--- src/rtl/mem_bus_arbiter_if.sv ---
// Handshake bundle around mem_bus_arbiter: IFU and LSU request/response channels plus the memory port.
// master is the arbiter's own view; slave is the view of the requesters and memory attached to it.
interface mem_bus_arbiter_if;
  logic        ifu_req_valid;
  logic        ifu_req_ready;
  logic [31:0] ifu_addr;
  logic        ifu_resp_valid;
  logic        ifu_resp_ready;
  logic [31:0] ifu_rdata;
  logic        ifu_resp_err;

  logic        lsu_req_valid;
  logic        lsu_req_ready;
  logic [31:0] lsu_addr;
  logic        lsu_wen;
  logic [31:0] lsu_wdata;
  logic [7:0]  lsu_wmask;
  logic        lsu_resp_valid;
  logic        lsu_resp_ready;
  logic [31:0] lsu_rdata;
  logic        lsu_resp_err;

  logic        mem_req_valid;
  logic        mem_req_ready;
  logic [31:0] mem_addr;
  logic        mem_wen;
  logic [31:0] mem_wdata;
  logic [7:0]  mem_wmask;
  logic        mem_resp_valid;
  logic        mem_resp_ready;
  logic [31:0] mem_rdata;
  logic        mem_resp_err;

  modport master (
    input  ifu_req_valid, ifu_addr, ifu_resp_ready,
           lsu_req_valid, lsu_addr, lsu_wen, lsu_wdata, lsu_wmask, lsu_resp_ready,
           mem_req_ready, mem_resp_valid, mem_rdata, mem_resp_err,
    output ifu_req_ready, ifu_resp_valid, ifu_rdata, ifu_resp_err,
           lsu_req_ready, lsu_resp_valid, lsu_rdata, lsu_resp_err,
           mem_req_valid, mem_addr, mem_wen, mem_wdata, mem_wmask, mem_resp_ready
  );

  modport slave (
    output ifu_req_valid, ifu_addr, ifu_resp_ready,
           lsu_req_valid, lsu_addr, lsu_wen, lsu_wdata, lsu_wmask, lsu_resp_ready,
           mem_req_ready, mem_resp_valid, mem_rdata, mem_resp_err,
    input  ifu_req_ready, ifu_resp_valid, ifu_rdata, ifu_resp_err,
           lsu_req_ready, lsu_resp_valid, lsu_rdata, lsu_resp_err,
           mem_req_valid, mem_addr, mem_wen, mem_wdata, mem_wmask, mem_resp_ready
  );
endinterface

--- src/rtl/mem_bus_arbiter.sv ---
// Round-robin arbiter sharing one memory port between IFU (read-only) and LSU, one transaction
// in flight, with a response timeout that turns a hung slave into an error response.
module mem_bus_arbiter #(
  parameter int unsigned TIMEOUT = 255
) (
  input  logic              clk,
  input  logic              rst,
  mem_bus_arbiter_if.master bus,
  output logic              busy,
  output logic              grant_lsu
);
  typedef enum logic [1:0] {IDLE, REQ, RESP, ERR} state_t;

  localparam logic        TIMEOUT_EN   = (TIMEOUT != 0);
  localparam logic [15:0] TIMEOUT_LAST = (TIMEOUT == 0) ? 16'd0 : 16'(TIMEOUT - 1);

  state_t      state_reg, state_next;
  logic        grant_reg, grant_next;
  logic        last_grant_reg, last_grant_next;
  logic [15:0] count_reg, count_next;

  // Channel values for whichever requester holds the grant; steered out below.
  logic        sel_req_ready;
  logic        sel_resp_valid;
  logic        sel_resp_err;
  logic [31:0] sel_rdata;
  logic        sel_resp_ready;
  logic        mem_req_valid_c;
  logic        mem_resp_ready_c;
  logic [31:0] mem_addr_c;
  logic        mem_wen_c;
  logic [31:0] mem_wdata_c;
  logic [7:0]  mem_wmask_c;

  assign sel_resp_ready = grant_reg ? bus.lsu_resp_ready : bus.ifu_resp_ready;

  always_ff @(posedge clk) begin
    if (!rst) begin
      state_reg      <= IDLE;
      grant_reg      <= 1'b0;
      last_grant_reg <= 1'b0;
      count_reg      <= 16'd0;
    end else begin
      state_reg      <= state_next;
      grant_reg      <= grant_next;
      last_grant_reg <= last_grant_next;
      count_reg      <= count_next;
    end
  end

  always_comb begin
    state_next       = state_reg;
    grant_next       = grant_reg;
    last_grant_next  = last_grant_reg;
    count_next       = count_reg;
    sel_req_ready    = 1'b0;
    sel_resp_valid   = 1'b0;
    sel_resp_err     = 1'b0;
    sel_rdata        = 32'd0;
    mem_req_valid_c  = 1'b0;
    mem_resp_ready_c = 1'b0;
    mem_addr_c       = 32'd0;
    mem_wen_c        = 1'b0;
    mem_wdata_c      = 32'd0;
    mem_wmask_c      = 8'd0;

    unique case (state_reg)
      IDLE: begin
        // Stray or late responses are swallowed here.
        mem_resp_ready_c = 1'b1;
        if (bus.ifu_req_valid || bus.lsu_req_valid) begin
          grant_next = (bus.ifu_req_valid && bus.lsu_req_valid) ? ~last_grant_reg
                                                                : bus.lsu_req_valid;
          count_next = 16'd0;
          state_next = REQ;
        end
      end
      REQ: begin
        mem_req_valid_c = 1'b1;
        sel_req_ready   = bus.mem_req_ready;
        mem_addr_c      = grant_reg ? bus.lsu_addr : bus.ifu_addr;
        mem_wen_c       = grant_reg & bus.lsu_wen;
        mem_wdata_c     = grant_reg ? bus.lsu_wdata : 32'd0;
        mem_wmask_c     = grant_reg ? bus.lsu_wmask : 8'd0;
        if (bus.mem_req_ready) begin
          state_next = RESP;
        end
      end
      RESP: begin
        mem_resp_ready_c = sel_resp_ready;
        sel_resp_valid   = bus.mem_resp_valid;
        sel_rdata        = bus.mem_rdata;
        sel_resp_err     = bus.mem_resp_err;
        if (bus.mem_resp_valid) begin
          if (sel_resp_ready) begin
            last_grant_next = grant_reg;
            state_next      = IDLE;
          end
        end else begin
          count_next = count_reg + 16'd1;
          if (TIMEOUT_EN && (count_reg == TIMEOUT_LAST)) begin
            state_next = ERR;
          end
        end
      end
      ERR: begin
        mem_resp_ready_c = 1'b1;
        sel_resp_valid   = 1'b1;
        sel_resp_err     = 1'b1;
        if (sel_resp_ready) begin
          last_grant_next = grant_reg;
          state_next      = IDLE;
        end
      end
      default: state_next = IDLE;
    endcase
  end

  assign bus.ifu_req_ready  = ~grant_reg & sel_req_ready;
  assign bus.lsu_req_ready  =  grant_reg & sel_req_ready;
  assign bus.ifu_resp_valid = ~grant_reg & sel_resp_valid;
  assign bus.lsu_resp_valid =  grant_reg & sel_resp_valid;
  assign bus.ifu_resp_err   = ~grant_reg & sel_resp_err;
  assign bus.lsu_resp_err   =  grant_reg & sel_resp_err;
  assign bus.ifu_rdata      = grant_reg ? 32'd0 : sel_rdata;
  assign bus.lsu_rdata      = grant_reg ? sel_rdata : 32'd0;

  assign bus.mem_req_valid  = mem_req_valid_c;
  assign bus.mem_resp_ready = mem_resp_ready_c;
  assign bus.mem_addr       = mem_addr_c;
  assign bus.mem_wen        = mem_wen_c;
  assign bus.mem_wdata      = mem_wdata_c;
  assign bus.mem_wmask      = mem_wmask_c;

  assign busy      = (state_reg != IDLE);
  assign grant_lsu = grant_reg;
endmodule

--- src/flat_wrapper.sv ---
// flat-port wrapper written by rule: the top's interface ports become plain ports
module mem_bus_arbiter_flat 
#(
  parameter int unsigned TIMEOUT = 255
)
  (clk, rst, busy, grant_lsu, bus_ifu_req_valid, bus_ifu_addr, bus_ifu_resp_ready, bus_lsu_req_valid, bus_lsu_addr, bus_lsu_wen, bus_lsu_wdata, bus_lsu_wmask, bus_lsu_resp_ready, bus_mem_req_ready, bus_mem_resp_valid, bus_mem_rdata, bus_mem_resp_err, bus_ifu_req_ready, bus_ifu_resp_valid, bus_ifu_rdata, bus_ifu_resp_err, bus_lsu_req_ready, bus_lsu_resp_valid, bus_lsu_rdata, bus_lsu_resp_err, bus_mem_req_valid, bus_mem_addr, bus_mem_wen, bus_mem_wdata, bus_mem_wmask, bus_mem_resp_ready);
  mem_bus_arbiter_if bus_i ();
  input  logic clk;
  input  logic rst;
  output logic busy;
  output logic grant_lsu;
  input wire logic [$bits(bus_i.ifu_req_valid)-1:0] bus_ifu_req_valid;
  input wire logic [$bits(bus_i.ifu_addr)-1:0] bus_ifu_addr;
  input wire logic [$bits(bus_i.ifu_resp_ready)-1:0] bus_ifu_resp_ready;
  input wire logic [$bits(bus_i.lsu_req_valid)-1:0] bus_lsu_req_valid;
  input wire logic [$bits(bus_i.lsu_addr)-1:0] bus_lsu_addr;
  input wire logic [$bits(bus_i.lsu_wen)-1:0] bus_lsu_wen;
  input wire logic [$bits(bus_i.lsu_wdata)-1:0] bus_lsu_wdata;
  input wire logic [$bits(bus_i.lsu_wmask)-1:0] bus_lsu_wmask;
  input wire logic [$bits(bus_i.lsu_resp_ready)-1:0] bus_lsu_resp_ready;
  input wire logic [$bits(bus_i.mem_req_ready)-1:0] bus_mem_req_ready;
  input wire logic [$bits(bus_i.mem_resp_valid)-1:0] bus_mem_resp_valid;
  input wire logic [$bits(bus_i.mem_rdata)-1:0] bus_mem_rdata;
  input wire logic [$bits(bus_i.mem_resp_err)-1:0] bus_mem_resp_err;
  output wire logic [$bits(bus_i.ifu_req_ready)-1:0] bus_ifu_req_ready;
  output wire logic [$bits(bus_i.ifu_resp_valid)-1:0] bus_ifu_resp_valid;
  output wire logic [$bits(bus_i.ifu_rdata)-1:0] bus_ifu_rdata;
  output wire logic [$bits(bus_i.ifu_resp_err)-1:0] bus_ifu_resp_err;
  output wire logic [$bits(bus_i.lsu_req_ready)-1:0] bus_lsu_req_ready;
  output wire logic [$bits(bus_i.lsu_resp_valid)-1:0] bus_lsu_resp_valid;
  output wire logic [$bits(bus_i.lsu_rdata)-1:0] bus_lsu_rdata;
  output wire logic [$bits(bus_i.lsu_resp_err)-1:0] bus_lsu_resp_err;
  output wire logic [$bits(bus_i.mem_req_valid)-1:0] bus_mem_req_valid;
  output wire logic [$bits(bus_i.mem_addr)-1:0] bus_mem_addr;
  output wire logic [$bits(bus_i.mem_wen)-1:0] bus_mem_wen;
  output wire logic [$bits(bus_i.mem_wdata)-1:0] bus_mem_wdata;
  output wire logic [$bits(bus_i.mem_wmask)-1:0] bus_mem_wmask;
  output wire logic [$bits(bus_i.mem_resp_ready)-1:0] bus_mem_resp_ready;
  assign bus_i.ifu_req_valid = bus_ifu_req_valid;
  assign bus_i.ifu_addr = bus_ifu_addr;
  assign bus_i.ifu_resp_ready = bus_ifu_resp_ready;
  assign bus_i.lsu_req_valid = bus_lsu_req_valid;
  assign bus_i.lsu_addr = bus_lsu_addr;
  assign bus_i.lsu_wen = bus_lsu_wen;
  assign bus_i.lsu_wdata = bus_lsu_wdata;
  assign bus_i.lsu_wmask = bus_lsu_wmask;
  assign bus_i.lsu_resp_ready = bus_lsu_resp_ready;
  assign bus_i.mem_req_ready = bus_mem_req_ready;
  assign bus_i.mem_resp_valid = bus_mem_resp_valid;
  assign bus_i.mem_rdata = bus_mem_rdata;
  assign bus_i.mem_resp_err = bus_mem_resp_err;
  assign bus_ifu_req_ready = bus_i.ifu_req_ready;
  assign bus_ifu_resp_valid = bus_i.ifu_resp_valid;
  assign bus_ifu_rdata = bus_i.ifu_rdata;
  assign bus_ifu_resp_err = bus_i.ifu_resp_err;
  assign bus_lsu_req_ready = bus_i.lsu_req_ready;
  assign bus_lsu_resp_valid = bus_i.lsu_resp_valid;
  assign bus_lsu_rdata = bus_i.lsu_rdata;
  assign bus_lsu_resp_err = bus_i.lsu_resp_err;
  assign bus_mem_req_valid = bus_i.mem_req_valid;
  assign bus_mem_addr = bus_i.mem_addr;
  assign bus_mem_wen = bus_i.mem_wen;
  assign bus_mem_wdata = bus_i.mem_wdata;
  assign bus_mem_wmask = bus_i.mem_wmask;
  assign bus_mem_resp_ready = bus_i.mem_resp_ready;
  mem_bus_arbiter #(.TIMEOUT(TIMEOUT)) u_core (.clk(clk), .rst(rst), .bus(bus_i), .busy(busy), .grant_lsu(grant_lsu));
endmodule
--- config.mk ---
export PLATFORM = sky130hd
export DESIGN_NAME = mem_bus_arbiter_flat
export DESIGN_NICKNAME = d
export VERILOG_FILES = /design/src/rtl/mem_bus_arbiter_if.sv /design/src/rtl/mem_bus_arbiter.sv /design/src/flat_wrapper.sv
export SDC_FILE = /design/constraint.sdc
export NUM_CORES = 1
export LEC_CHECK = 0
export ABC_AREA = 0
export BUFFER_PORTS_ARGS = -buffer_cell sky130_fd_sc_hd__buf_2
export CORE_AREA = 5 5 111 113
export CTS_CLUSTER_SIZE = 28
export DETAILED_ROUTE_END_ITERATION = 8
export DIE_AREA = 0 0 116 118
export PLACE_DENSITY_LB_ADDON = 0.2
export SKIP_CTS_REPAIR_TIMING = 1
export SKIP_LAST_GASP = 1
export SLEW_MARGIN = 20
export SYNTH_ARGS = -nofsm -noshare
export SYNTH_HDL_FRONTEND = slang
export SYNTH_SLANG_ARGS = --single-unit
--- constraint.sdc ---
create_clock -name clk -period 3.89 [get_ports clk]
set_input_delay 0.1945 -clock clk [delete_from_list [all_inputs] [get_ports clk]]
set_output_delay 0.1945 -clock clk [all_outputs]
set_load 0.05 [all_outputs]
# --- Word-level counts from Yosys, hierarchy flattened ---
# Index checks and enable logic that the tools add are counted.
totals:
  inputBits: 146
  regBits: 20
  wordCells: 63
  out_inout_bits: 147
op_classes:
  bitwise_logic: 9
  eq_ne: 9
  muxes: 29
  add_sub_neg: 1
  reduce_logical: 11
ops:
  columns: ["op", "n"]
  rows:
  - ["two-way mux 32 bit", 7]
  - ["two-way mux 16 bit", 2]
  - ["one-hot mux 16 bit (2 select lines)", 1]
  - ["adder 16 x 1 -> 16 bit (second input constant)", 1]
  - ["equality test 16 x 8 -> 1 bit (second input constant)", 1]
  - ["two-way mux 8 bit", 2]
  - ["two-way mux 2 bit", 5]
  - ["one-hot mux 1 bit (2 select lines)", 4]
  - ["one-hot mux 2 bit (4 select lines)", 1]
  - ["AND 1 bit", 7]
  - ["two-way mux 1 bit", 7]
  - ["inequality test 2 bit (second input constant)", 3]
  - ["AND reduction 3 bit", 2]
  - ["nonzero test 2 bit", 3]
  - ["equality test 2 bit (second input constant)", 2]
  - ["AND reduction 2 bit", 2]
  - ["inequality test 3 x 2 -> 1 bit (second input constant)", 1]
  - ["equality test 2 x 1 -> 1 bit (second input constant)", 1]
  - ["logical NOT 2 bit", 1]
  - ["inequality test 2 x 1 -> 1 bit (second input constant)", 1]
  - ["NOT 1 bit", 2]
  - ["OR reduction 2 bit", 1]
  - ["logical AND 1 bit", 1]
  - ["logical OR 1 bit", 1]

# --- Logic depth before layout (Yosys ltp) ---
# Gate-level depths: netlist of the first run.
depth:
  ltp_word: 4
  depth_mapped: 7
  mapped_depth_nobuf: 6

# --- Worst setup path after synthesis of the first run ---
# OpenSTA, ideal clock, no wires.
synth_timing:
  path_kind: "reg-to-output"
  start: "register u_core.state_reg[1]"
  end: "output bus_mem_addr[22]"
  stages_incl_launch_ff: 6
  t_required_ns: 3.695
  arrival_time_ns: 2.209
  path_slack_ns: 1.486
  path_cell_list: "dfxtp_1 -> inv_1 -> ha_1 -> clkbuf_1 -> clkbuf_1 -> nor2b_1"
synth_via:
  elab_chain_len: 2
synth_rtl:
  columns: ["element", "line", "source"]
  rows:
  - ["start, declared", "mem_bus_arbiter.sv:17", "state_t state_reg, state_next;"]
  - ["start signal, assigned", "mem_bus_arbiter.sv:44", "state_reg <= state_next;"]
  - ["equality test 2 x 1 -> 1 bit", "mem_bus_arbiter.sv:67", "unique case (state_reg)"]
  - ["two-way mux 32 bit", "mem_bus_arbiter.sv:67", null]
  - ["end, declared", "flat_wrapper.sv:34", "output wire logic [$bits(bus_i.mem_addr)-1:0] bus_mem_addr;"]
# Every way passes these cells.

# --- Worst setup path after layout of the first run ---
layout_timing:
  start: "register u_core.state_reg[1]"
  end: "register u_core.count_reg[11]"
layout_via:
  elab_chain_len: 3
  elab_cells_between_ends: 7
  cone_classes: "eq/ne: 3; mux: 1; reduce/logical: 3"
layout_rtl:
  columns: ["element", "line", "source"]
  rows:
  - ["equality test 2 bit or logical NOT 2 bit (tied branches)", "mem_bus_arbiter.sv:67", null]
  - ["inequality test 2 bit (no source line) (tied with other cells)", null, null]
  - ["AND reduction 3 bit (no source line)", null, null]
  - ["end signal, assigned", "mem_bus_arbiter.sv:47", "count_reg <= count_next;"]
  - ["end, declared", "mem_bus_arbiter.sv:20", "logic [15:0] count_reg, count_next;"]
# Parallel ways exist; a longest one is shown, timed or not.
# A chain may end at the register's enable or synchronous reset.

==> flow_metrics.py, run 1 <==
metrics = {
    "run_status": {
        "status": "completed",
    },
    "run": {
        "maxCapViolations": 0,
    },
    "floorplan": {
        "io_pins": 293,
        "fp.dieW_um": 116,
        "row_count": 39,
        "die_h_um": 118,
        "core_area_um2": 11200,
        "start_util_pct": 22.3,
        "dieArea_um2": 13700,
    },
    "critical_path": {
        "regToRegEndpoint": "u_core.count_reg[11]",
        "critPathArrivalTime_ns": 2.76,
        "r2r-start": "u_core.state_reg[1]",
        "worstPathMaxFanout": 12,
        "critPathSlowestCell": "or4_1",
        "rr_worst_depth": 6,
        "crit_top_cell": "or4_1",
        "crit_path_end_kind": "flip-flop",
        "start_kind": "flip-flop",
        "r2r_slack_ns": 1.32,
        "cpPeakStageDelay_ns": 0.72,
        "path_class": "reg2reg",
        "path_cells": "inv_1 -> ha_1 -> nor3b_1 -> or4_1 -> or4_1 -> a21oi_1",
        "cp_data_required_time_ns": 4.08,
        "critPathLaunch": "u_core.state_reg[1]",
    },
    "clock_network": {
        "cts_buffer_depth": 2,
        "tritoncts": "built",
        "clk_latency_ns": 0.25,
        "clockRootBuffer": "clkbuf_16",
        "htree_levels": 1,
        "cts_buffers": 3,
        "clkSlewWorstSetupHoldPaths_ns": 0.06,
        "clock-sinks": 20,
    },
    "global_route": {
        "track_usage_pct": 19.3,
        "overflow": 0,
        "grt_max_degree": 90,
        "grt_pass1_wl_um": 20600,
        "antenna_found_initial": 12,
        "grt_pass1_vias": 3391,
    },
    "synth": {
        "synth_async_sr_flop_share_pct": 0,
        "yosysTopAreaCell": "and3_1",
        "synth-edff-count": 0,
        "synthTopCellsByArea": "and3_1, dfxtp_1, mux2i_1",
        "ys_seq_area_share_pct": 16.0,
        "synth_top_area_share_pct": 18.5,
        "synth_cell_type_count": 37,
        "synth_nets": 501,
        "syn-mean-instance-area_um2": 7.22,
        "synth-main-ff-cell": "dfxtp_1",
        "synth-seq-cells": 20,
        "syn-instance-count": 347,
        "yosys_warnings": 0,
        "synth_area_um2": 2500,
    },
    "timing": {
        "fin_tns_setup_ns": 0,
        "rsz0062_at_grt": "false",
        "clock_skew_ns": 0.00320,
        "fin_crit_ns": 2.57,
        "finalCritPeriodShare_pct": 66.1,
        "hold_viol_final": 0,
        "finalSetupViolations": 0,
        "tightest_slew_ns": 0.737,
        "slew_violations": 0,
        "max_freq_mhz": 389,
        "slew_headroom_pct": 50.9,
    },
    "pwr": {
        "intPower_mw": 0.832,
        "switchingPower_mw": 1.40,
        "p_per_area_nw_per_um2": 536,
        "ir_worst_vdd_mv": 0.323,
        "switching_share_pct": 62.8,
        "pwr-share-comb_pct": 76.7,
        "power.leakage_nw": 2.53,
        "clockPowerShare_pct": 10.4,
        "total_power_mw": 2.24,
        "seq_power_share_pct": 12.9,
    },
    "placed_design": {
        "portBuffers": 292,
        "hpwl_um": 12300,
        "place_area_um2": 4060,
        "place_congestion": 0.916,
    },
    "min_path": {
        "min-delay-start": "rst",
        "whs_path_depth": 2,
        "worstHoldEndpoint": "u_core.grant_lsu",
        "min_path_type": "in2reg",
    },
    "cells_and_area": {
        "drive_above_1_share_pct": 49.7,
        "area_delta_synth_final_pct": 66.4,
        "nets": 771,
        "post-route-util_pct": 37.1,
        "largest_register_ff_count": 16,
        "final_design_area_no_fill_um2": 4170,
    },
    "routing": {
        "drt-initial-drc-count": 225,
        "ant_nets": 0,
        "drt_first_pass_iters": 4,
        "wirelength_um": 14500,
        "drc": 0,
        "via_count": 3623,
        "wl_per_cell_um": 19.0,
        "viasPerCell": 4.75,
    },
}
-- per-layer routing --
layer | part of all wire (%) | up-vias | track usage [%] | wire length, um
met4 | 0.45 | 18 | 1.38 | 65
met2 | 46 | 195 | 31.9 | 6680
met3 | 15 | 22 | 10.4 | 2250
met1 | 37 | 1618 | 23.1 | 5380
li1 | - | 1770 | - | -
met5 | 0.81 | - | 0 | 117
-- per-stage QoR --
| stage | cells | hold WS, ns | worst slack [ns] |
|---|---|---|---|
| global placement | 755 | 0.446 | 1.48 |
| CTS | 759 | 0.274 | 1.38 |
| finish | 762 | 0.265 | 1.32 |
| floorplan | 347 | 0.323 | 1.49 |
| detailed placement | 755 | 0.468 | 1.40 |
| global route | 759 | 0.281 | 1.18 |
-- logic make-up after synthesis --
family / after synthesis / synth area share, %
buffers and inverters: 39 / 5.94
multiplexers: 35 / 14.0
AO/OA/AOI/OAI: 38 / 9.14
adder cells (fa/ha/maj): 8 / 4.00
flip-flops: 20 / 16.0
AND/OR/NAND/NOR: 205 / 50.2
XOR/XNOR: 2 / 0.699
-- layout by cell type, fill, tap and decap left out, drive strengths merged --
cell type,n
or4,9
nand4b,1
nand4,3
xnor2,1
o21ai,7
buf,296
nor2b,42
or2,1
nor4,3
a31oi,1
or3,4
dfxtp,20
mux2,1
o21a,1
a31o,1
nor4b,3
inv,8
clkbuf,4
nor2,9
xor2,1
a32o,1
a32oi,1
nand2b,3
and2,33
and3,74
a21o,1
nand3,5
a21oi,17
o31ai,7
nand2,11
a22oi,1
and4,2
diode,3
ha,8
mux2i,34
nor3b,2
-- critical path: cells and delay by family (launching register included) --
| kind | cells | cell delay [ns] |
|---|---|---|
| DFF | 1 | 0.42 |
| AOI/OAI and AO/OA | 1 | 0.15 |
| adders and majority gates | 1 | 0.30 |
| buffers and inverters | 1 | 0.15 |
| and+or+nand+nor | 3 | 1.50 |
-- layout make-up --
| type | instances | area, um2 |
|---|---|---|
| diodes | 3 | 7.51 |
| fillers | 1230 | 7050 |
| inverters | 8 | 30.0 |
| repair buffers | 296 | 1490 |
| clock buffers | 4 | 88.8 |
| well taps | 143 | 179 |
| flip-flops and latches | 20 | 404 |
| multi-input cells | 288 | 1970 |
-- synth_stat cells (3+ instances only) --
cell type	n
and3_1	74
nor2b_1	42
mux2i_1	34
and2_1	32
clkbuf_1	26
dfxtp_1	20
a21oi_1	17
nand2_1	11
nor2_1	9
or4_1	9
ha_1	8
inv_1	8
o21ai_0	7
o31ai_1	7
nand3_1	5
or3_1	4
buf_1	3
nand2b_1	3
nand4_1	3
nor4_1	3
nor4b_1	3
-- worst max-delay path by stage --
stage | end | slack [ns]
6_report | u_core.count_reg[11] | 1.32
2_1_floorplan | bus_mem_addr[22] | 1.49
4_1_cts | u_core.count_reg[11] | 1.38
5_1_grt | u_core.count_reg[13] | 1.18
3_5_place_dp | u_core.count_reg[11] | 1.40
3_3_place_gp | u_core.count_reg[13] | 1.48
-- power by group through the flow --
stage / Combinational, mW / Sequential (mW) / Clock [mW]
floorplan: 1.34 / 0.242 / 0
global placement: 1.71 / 0.285 / 0
detailed placement: 1.72 / 0.290 / 0
CTS: 1.72 / 0.286 / 0.240
global route: 1.82 / 0.297 / 0.252
finish: 1.72 / 0.288 / 0.233
No activity file was read; power rests on OpenSTA's default activity.
==> run 2, diff against run 1 <==
clock period = 2.1 ns   (was 3.89 ns; I/O delays follow)
==> run 2 against run 1 <==
Effect of this change:
- flip-flop and latch count is the same
- sequential power grew 56%
- clock-buffer cell count is the same
- largest power group unchanged
==> flow_metrics.py, run 2 (synthesis results as in run 1) <==
metrics = {
    "run_status": {
        "status": "completed",
    },
    "floorplan": {
        "fp.dieW_um": 116,
        "row_count": 39,
        "io_pins": 293,
        "core_area_um2": 11200,
        "start_util_pct": 22.3,
        "die_h_um": 118,
        "dieArea_um2": 13700,
    },
    "routing": {
        "wl_per_cell_um": 20.9,
        "drt-initial-drc-count": 352,
        "viasPerCell": 4.92,
        "wirelength_um": 16200,
        "via_count": 3808,
        "drt_first_pass_iters": 5,
        "drc": 0,
        "ant_nets": 0,
    },
    "cells_and_area": {
        "final_cells": 774,
        "final_cell_mix": "buf_2, and3_1, mux2i_1",
        "register_area_um2": 409,
        "multiInputGateArea_um2": 2090,
        "mostFrequentLayoutCell": "buf_2",
        "area_delta_synth_final_pct": 78.2,
        "nets": 785,
        "fill_cells": 1226,
        "drive_above_1_share_pct": 58.3,
        "largest_register_ff_count": 16,
    },
    "timing": {
        "finalCritPeriodShare_pct": 97.5,
        "slew_violations": 0,
        "clock_skew_ns": 0.00461,
        "finalSetupViolations": 0,
        "hold_viol_final": 0,
        "slew_headroom_pct": 76.0,
        "setup_ws_ns": 0.0522,
        "tightest_slew_ns": 0.357,
        "fin_crit_ns": 2.05,
        "max_freq_mhz": 488,
    },
    "critical_path": {
        "rr_worst_depth": 6,
        "crit_path_end": "bus_ifu_rdata[4]",
        "r2r-start": "u_core.state_reg[1]",
        "critPathLaunch": "u_core.state_reg[0]",
        "r2r_slack_ns": 0.06,
        "regToRegEndpoint": "u_core.count_reg[10]",
        "crit_path_end_kind": "output port",
        "worstPathMaxFanout": 39,
        "critPathArrivalTime_ns": 1.94,
        "start_kind": "flip-flop",
        "cp_data_required_time_ns": 2.00,
        "path_class": "reg2out",
    },
    "placed_design": {
        "hpwl_um": 14100,
        "portBuffers": 292,
        "place_ws_ns": 0.0103,
        "place_congestion": 0.970,
        "place_inst": 769,
    },
    "global_route": {
        "antenna_found_initial": 3,
        "track_usage_pct": 22.0,
        "grt_pass1_wl_um": 23100,
        "overflow": 0,
        "grt_pass1_vias": 3639,
        "grt_max_degree": 76,
    },
    "clock_network": {
        "clockRootBuffer": "clkbuf_16",
        "clk_latency_ns": 0.26,
        "cts_buffers": 3,
        "cts_buffer_depth": 2,
        "htree_levels": 1,
        "clock-sinks": 20,
        "tritoncts": "built",
        "clkSlewWorstSetupHoldPaths_ns": 0.06,
    },
    "run": {
        "maxCapViolations": 0,
    },
    "pwr": {
        "total_power_mw": 4.54,
        "p_per_area_nw_per_um2": 1020,
        "power.leakage_nw": 2.64,
        "ir_worst_vdd_mv": 0.997,
    },
    "min_path": {
        "min_path_type": "in2reg",
    },
}
[run 2: changes by cell type in the layout (fill, tap and decap cells not counted), sizes merged]
cell / change
buf: +13
clkbuf: +1
diode: -2
[run 2: where the power goes]
| group | switching (mW) | leakage [nW] | internal, mW | total [mW] |
|---|---|---|---|---|
| logic | 2.56 | 2.42 | 1.05 | 3.60 |
| clock network | 0.159 | 0.0493 | 0.331 | 0.490 |
| registers | 0.0376 | 0.163 | 0.411 | 0.449 |
[run 2: layout make-up]
class / instances / share of cell area (%)
clock buffers: 4 / 2.24
inverters: 8 / 0.673
well taps: 143 / 4.01
repair buffers: 310 / 37.1
flip-flops and latches: 20 / 9.17
multi-input cells: 288 / 46.8
diodes: 1 / 0.0561
[run 2: worst min path at each step]
stage | end | from | depth (start not counted) | slack [ns]
final | u_core.grant_lsu | rst | 2 | 0.18
after global routing | u_core.grant_lsu | rst | 2 | 0.20
after CTS | u_core.grant_lsu | rst | 2 | 0.18
after detailed placement | u_core.grant_lsu | rst | 2 | 0.44
after global placement | u_core.grant_lsu | rst | 2 | 0.44
after floorplan | u_core.grant_lsu | rst | 1 | 0.23
[run 2: stage by stage]
stage / hold slack (ns) / setup TNS [ns] / util [%] / cell area, um2
5_1_grt: 0.197 / -0.00294 / 39.8 / 4460
3_5_place_dp: 0.444 / 0 / 38.6 / 4330
6_report: 0.181 / 0 / 39.8 / 4460
4_1_cts: 0.175 / -0.337 / 39.5 / 4430
2_1_floorplan: 0.233 / 0 / - / 2620
3_3_place_gp: 0.442 / 0 / 38.6 / 4330
[run 2: worst max-delay path, cell delays in order (launching register included)]
cell	delay (ns)
dfxtp_2	0.32
inv_2	0.09
ha_4	0.17
buf_6	0.24
nor2b_2	0.24
buf_12	0.18
and2_1	0.16
buf_2	0.27
[run 2: per-layer routing]
layer  track usage [%]  up-vias  wire length, um
met3              9.41       18             2330
met5                 0        -               27
li1                  -     1797                -
met2              30.6      253             6650
met4              2.39        4              118
met1              32.2     1736             7090
